[src/rtl/button_counter_ctrl.sv]
// button_counter_ctrl: debounced up/down/clear buttons driving a lamp counter.
// Define BTN_COUNTER_SATURATE_EN to saturate at 0/max instead of wrapping.
module button_counter_ctrl #(
    parameter int DEBOUNCE_CYCLES = 50000,
    parameter int CNT_WIDTH       = 4
) (
    input  logic                 clk,
    input  logic                 rst,
    input  logic [2:0]           i_btn,
    output logic [2:0]           o_btn_state,
    output logic [2:0]           o_press,
    output logic [CNT_WIDTH-1:0] o_count,
    output logic                 o_wrap
);
    localparam logic [19:0]          DB_LAST = 20'(DEBOUNCE_CYCLES - 1);
    localparam logic [CNT_WIDTH-1:0] ONE     = CNT_WIDTH'(1);
    logic [2:0]           r_sync1, r_sync2, r_state, r_prev, r_press;
    logic [19:0]          r_db [3];
    logic [CNT_WIDTH-1:0] r_count, w_count_nxt;
    logic                 r_wrap, w_wrap_nxt;
    logic [2:0]           w_lvl;
    logic                 w_up, w_dn, w_clr, w_max, w_zero;
    assign w_lvl  = ~r_sync2;
    assign w_up   = r_press[0];
    assign w_dn   = r_press[1];
    assign w_clr  = r_press[2];
    assign w_max  = &r_count;
    assign w_zero = ~|r_count;
    // Synchronizers idle at 1 so a button held through reset must re-qualify.
    always_ff @(posedge clk) begin
        if (rst) begin
            r_sync1 <= '1;
            r_sync2 <= '1;
            r_state <= '0;
            for (int i = 0; i < 3; i++) r_db[i] <= '0;
        end else begin
            r_sync1 <= i_btn;
            r_sync2 <= r_sync1;
            for (int i = 0; i < 3; i++) begin
                if (w_lvl[i] == r_state[i]) begin
                    r_db[i] <= '0;
                end else if (r_db[i] == DB_LAST) begin
                    r_db[i]    <= '0;
                    r_state[i] <= ~r_state[i];
                end else begin
                    r_db[i] <= r_db[i] + 20'd1;
                end
            end
        end
    end
    always_ff @(posedge clk) begin
        if (rst) begin
            r_prev  <= '0;
            r_press <= '0;
            r_count <= '0;
            r_wrap  <= 1'b0;
        end else begin
            r_prev  <= r_state;
            r_press <= r_state & ~r_prev;
            r_count <= w_count_nxt;
            r_wrap  <= w_wrap_nxt;
        end
    end
    always_comb begin
        w_count_nxt = r_count;
        w_wrap_nxt  = 1'b0;
        if (w_clr) begin
            w_count_nxt = '0;
        end else if (w_up && !w_dn) begin
`ifdef BTN_COUNTER_SATURATE_EN
            w_count_nxt = w_max ? r_count : r_count + ONE;
`else
            w_count_nxt = r_count + ONE;
            w_wrap_nxt  = w_max;
`endif
        end else if (w_dn && !w_up) begin
`ifdef BTN_COUNTER_SATURATE_EN
            w_count_nxt = w_zero ? r_count : r_count - ONE;
`else
            w_count_nxt = r_count - ONE;
            w_wrap_nxt  = w_zero;
`endif
        end
    end
    assign o_btn_state = r_state;
    assign o_press     = r_press;
    assign o_count     = r_count;
    assign o_wrap      = r_wrap;
endmodule
[config.mk]
export PLATFORM = sky130hd
export DESIGN_NAME = button_counter_ctrl
export DESIGN_NICKNAME = d
export VERILOG_FILES = /design/src/rtl/button_counter_ctrl.sv
export SDC_FILE = /design/constraint.sdc
export NUM_CORES = 1
export LEC_CHECK = 0
export ABC_AREA = 1
export ABC_CLOCK_PERIOD_IN_PS = 3100
export CAP_MARGIN = 10
export CORE_MARGIN = 2
export CORE_UTILIZATION = 35
export CTS_BUF_LIST = sky130_fd_sc_hd__clkbuf_4
export DETAILED_ROUTE_END_ITERATION = 7
export HOLD_SLACK_MARGIN = 0.02
export PLACE_DENSITY = 0.51
export SYNTH_ARGS = -nofsm -noshare
export SYNTH_HDL_FRONTEND = slang
export SYNTH_SLANG_ARGS = --single-unit
[constraint.sdc]
create_clock -name clk -period 3.1 [get_ports clk]
set_input_delay 0.465 -clock clk [delete_from_list [all_inputs] [get_ports clk]]
set_output_delay 0.465 -clock clk [all_outputs]
set_load 0.005 [all_outputs]
Word level (Yosys, flattened, before mapping)
Memory sizes are Yosys's and may differ from the RTL's.
Index checks and enable logic that the tools add are counted.
{"block": "op_classes", "add_sub_neg": 5, "mul": 0, "div": 0, "n_lt_le_gt_ge": 0, "n_eq_ne": 6, "shift": 0, "mux": 48, "bitwise_logic": 18, "reduce_logical": 12}
{"cell": "two-way mux 20 bit", "count": 9}
{"cell": "adder 20 x 1 -> 20 bit, second input constant", "count": 3}
{"cell": "equality test 20 x 16 -> 1 bit, second input constant", "count": 3}
{"cell": "two-way mux 1 bit", "count": 37}
{"cell": "bitwise OR 1 bit", "count": 9}
{"cell": "two-way mux 4 bit", "count": 2}
{"cell": "NOT 1 bit", "count": 6}
{"cell": "NOT 3 bit", "count": 2}
{"cell": "AND reduction 2 bit", "count": 3}
{"cell": "adder 4 x 1 -> 4 bit, second input constant", "count": 1}
{"cell": "AND reduction 4 bit", "count": 1}
{"cell": "OR reduction 4 bit", "count": 1}
{"cell": "subtractor 4 x 1 -> 4 bit, second input constant", "count": 1}
{"cell": "bitwise AND 3 bit", "count": 1}
{"cell": "equality test 1 bit", "count": 3}
{"cell": "logical NOT 1 bit", "count": 3}
{"cell": "logical AND 1 bit", "count": 2}
{"cell": "nonzero test 2 bit", "count": 1}
{"cell": "OR reduction 2 bit", "count": 1}
{"block": "word_totals", "register_bits": 20, "latch_bits": 0, "mem_bits_rw": 60, "romBits": 0, "inputBits": 5, "out_inout_bits": 11, "n_memories": 1}
{"name": "r_db", "words": 3, "word_bits": 20, "read_ports": 3, "rd_clocked_by_memory_dff": 0, "wr": 3, "line_no": "18", "rtl": "logic [19:0] r_db [3];"}

Longest topological paths before layout
{"block": "logic_depth", "word_depth": 8, "mapped_depth": 11}

Least setup slack after synthesis
No wires, ideal clock.
{"block": "synth_path", "path_kind": "register -> register", "start": "reg r_press[1] (netlist: o_press[1])", "end": "reg r_count[3] (netlist: o_count[3])", "setup_ns": 0.070, "arrival_ns": 1.546, "path_slack_ns": 1.484, "stages_incl_launch_ff": 11, "n_path_buf": 0, "synth_period_minus_slack_ns": 1.616, "path_cell_list": "dfxtp_1 inv_1 ha_1 inv_1 ha_1 or2_2 nand2_1 nand3_1 nand2_1 nand2_1 a21oi_1"}
{"block": "synth_via", "elab_chain_cells": 3, "elab_cells_between_ends": 5}
{"element": "start, declared", "line_no": "17", "rtl": "logic [2:0] r_sync1, r_sync2, r_state, r_prev, r_press;"}
{"element": "start signal, assigned", "line_no": "59", "rtl": "r_press <= r_state & ~r_prev;"}
{"element": "logical NOT 1 bit", "line_no": "69", "rtl": "end else if (w_up && !w_dn) begin"}
{"element": "logical AND 1 bit", "line_no": "69"}
{"element": "two-way mux 4 bit / nonzero test 2 bit (equally long branches)"}
{"element": "end signal, assigned", "line_no": "60", "rtl": "r_count <= w_count_nxt;"}
{"element": "end, declared", "line_no": "19", "rtl": "logic [CNT_WIDTH-1:0] r_count, w_count_nxt;"}
Parallel ways exist; a longest one is shown, timed or not.
A chain may end at the register's enable or synchronous reset.

==> qor.csv <==
metric;value;unit
cts.hold.buffers_added;0;
grt.overflow.total;0;
vias;3588;
synth_seq_cells;80;
cp_top_family;simple AND/OR/NAND/NOR gates;
yosys.area.top_type;edfxtp_1;
synth_cell_types;33;
status;finished clean;
io_pins;16;
antenna_found_initial;0;
insertion_delay;460;ps
yosysWarnings;0;
drt_iter0_markers;271;
fmax;0.504;GHz
grt_start_max_net_pins;21;
finClkSkew;18.6;ps
synth_mux_area_frac;0;
postCtsSetupRepairBufs;0;
async_flop_share;0;
core_area;0.0127;mm2
synthesis.area;0.00456;mm2
nets;652;
whs;403;ps
drive_above_1_share;0.0807;
start_kind;flip-flop;
grt_pass1_vias;3381;
fin_ws;1120;ps
fp-row-count;41;
min_period_over_period;0.640;
ys.flop_type;edfxtp_1;
setup-violations-final;0;
cts.clk_slew.worst_paths;150;ps
drv_slew;0;
area_growth_syn_to_layout;14.3;%
crit_required;3320;ps
diodes;0;
yosys.area.top_type_share;0.395;
max_stage_delay;470;ps
ir_drop;0.130;mV
postSynthAreaPerCell;8.14;um2
die-area;0.0139;mm2
cp-end-kind;flip-flop;
seq_power_share;0.635;
ys_top_cells_by_area;edfxtp_1 (40%), nand2_1 (11%), nor2_1 (10%);
cts.sinks;80;
synth_xor_area_frac;0.0500;
p_sw_frac;0.273;
critPathMaxFanout;20;
cts.path.max_buffers;2;
cp_num_buf_inv;0;
root_buffer;clkbuf_4;
p_switching;0.000527;W
cts_buffers;9;
grt_pass1_wl;15300;um
final_antenna_net_count;0;
cp_cell_sequence;ha_1 -> nand3_2 -> nor2_1 -> nand3_1 -> nand2_2 -> nor2_1;
worst_ep_arrival_time;2200;ps
pre_cts_slack;820;ps
min_path_type;reg2reg;
viasPerCell;4.40;
dpl.hpwl;6660;um
cap_violations;0;
synth-adder-area-share;0.0236;
critPathKind;reg2reg;
synth-edff-count;60;
drcViolationCount;0;
die_h;118;um
synth_simple_gate_area_frac;0.342;
combPwrFrac;0.051;
synthCells;560;
first_pass_iters;4;
h-tree-depth;3;
slowest_stage;edfxtp_1;
period_minus_slack;1980;ps
wirelength;8850;um
pwr-share-clk;0.314;
finalHoldViolations;0;
die-width;118;um
p_leak;1.94;nW
synth_top_family_by_area;simple AND/OR/NAND/NOR gates;
initial_core_util;0.360;
intPower;0.00141;W
rsz0062_at_grt;no;
post_drt_wl_per_cell;10.8;um
cp_common_cell;nor2_1;
synth_compound_area_frac;0.0417;
cts_tree;yes;
port-buffer-count;15;
grt_use_total;0.136;
powerDensity;371;mW/mm2
fin_tns_setup;0;ps
yosysSeqAreaShare;0.483;
ctsResizeCount;0;
gp_congestion;0.794;
state kept, by name, summed over array words and instances, names as in the netlist:
signal and cells:
o_press 3, r_sync1 3, o_wrap 1, o_count 4, r_db 60, o_btn_state 3
r_prev 3, r_sync2 3
per-layer routing:
| metal | wire length (um) | track usage | up-vias |
|---|---|---|---|
| met2 | 3810 | 0.206 | 50 |
| li1 | - | - | 1910 |
| met4 | 195 | 0.0625 | 0 |
| met5 | 0 | 0 | - |
| met1 | 4530 | 0.185 | 1612 |
| met3 | 311 | 0.0315 | 16 |
logic make-up after synthesis:
| kind of cell | after synthesis |
|---|---|
| xor+xnor | 26 |
| fa+ha+maj | 8 |
| flops | 80 |
| simple gates | 349 |
| buf+inv | 60 |
| compound gates | 36 |
| other cells | 1 |
power by group through the flow:
stage | registers (W) | logic, W | clock network [W]
finish | 0.00123 | 0.0000980 | 0.000606
floorplan | 0.00124 | 0.0000806 | 0
CTS | 0.00123 | 0.0000972 | 0.000644
global placement | 0.00125 | 0.0000965 | 0
detailed placement | 0.00125 | 0.0000964 | 0
global route | 0.00123 | 0.000116 | 0.000679
final timing paths:
path	startpoint	to	slack, ps	cells past startpoint
max	r_db[2][0]	r_db[2][9]	1120	6
min	r_prev[0]	o_press[0]	400	1
max reg2reg	r_db[2][0]	r_db[2][9]	1120	6
min reg2reg	r_prev[0]	o_press[0]	400	1
worst reg2reg max path, cell delays in order (launching register included):
cell,delay [ps]
edfxtp_1,470
ha_1,350
nand3_2,150
nor2_1,170
nand3_1,130
nand2_2,340
nor2_1,110
metrics by stage:
stage | area (um2) | power (W) | instances | utilization
4_1_cts | 5210 | 0.00197 | 816 | 0.411
6_report | 5210 | 0.00193 | 816 | 0.411
3_3_place_gp | 5080 | 0.00135 | 800 | 0.401
5_1_grt | 5210 | 0.00203 | 816 | 0.411
3_5_place_dp | 5080 | 0.00135 | 800 | 0.401
2_1_floorplan | 4780 | 0.00132 | 619 | -
cells in the mapped netlist (2+ instances only):
| cell type | n |
|---|---|
| nand2_1 | 135 |
| nor2_1 | 121 |
| edfxtp_1 | 60 |
| inv_1 | 51 |
| nand3_1 | 35 |
| a21oi_1 | 29 |
| dfxtp_1 | 20 |
| xnor2_1 | 14 |
| nand4_1 | 12 |
| xor2_1 | 12 |
| or2_2 | 8 |
| ha_1 | 7 |
| nand2_2 | 6 |
| and2_1 | 5 |
| buf_6 | 5 |
| nor2_4 | 5 |
| nor3_1 | 5 |
| nand3_2 | 4 |
| nor2_2 | 4 |
| o21ai_0 | 4 |
| nand3b_1 | 3 |
| inv_2 | 2 |
| nor3_2 | 2 |
| or2_0 | 2 |
cell usage in the layout (no fill, tap or decap), types with 2 or more instances in the layout:
cell type	synthesis	routed
nand2_1	135	135
clkdlybuf4s50_1	0	15
inv_4	0	2
inv_1	51	51
nor3_1	5	5
or2_2	8	8
nor2_2	4	4
dfxtp_1	20	20
a21oi_1	29	29
conb_1	1	60
inv_2	2	2
xor2_1	12	12
nor2_4	5	5
edfxtp_1	60	60
nand4_1	12	12
inv_6	0	4
nand3_1	35	35
and2_1	5	5
ha_1	7	7
o21ai_0	4	4
nand2_2	6	6
nor2_1	121	121
nor3_2	2	2
xnor2_1	14	14
nand3_2	4	4
nand3b_1	3	3
or2_0	2	2
clkbuf_4	0	9
layout make-up:
class	count	area [um2]
Multi-Input combinational cell	479	2310
Clock buffer	9	67.6
Inverter	54	204
Fill cell	1348	7460
Clock inverter	7	58.8
Timing Repair Buffer	15	150
Tap cell	172	215
Sequential cell	80	2200
Note: power is estimated with default switching activity, not from simulation.
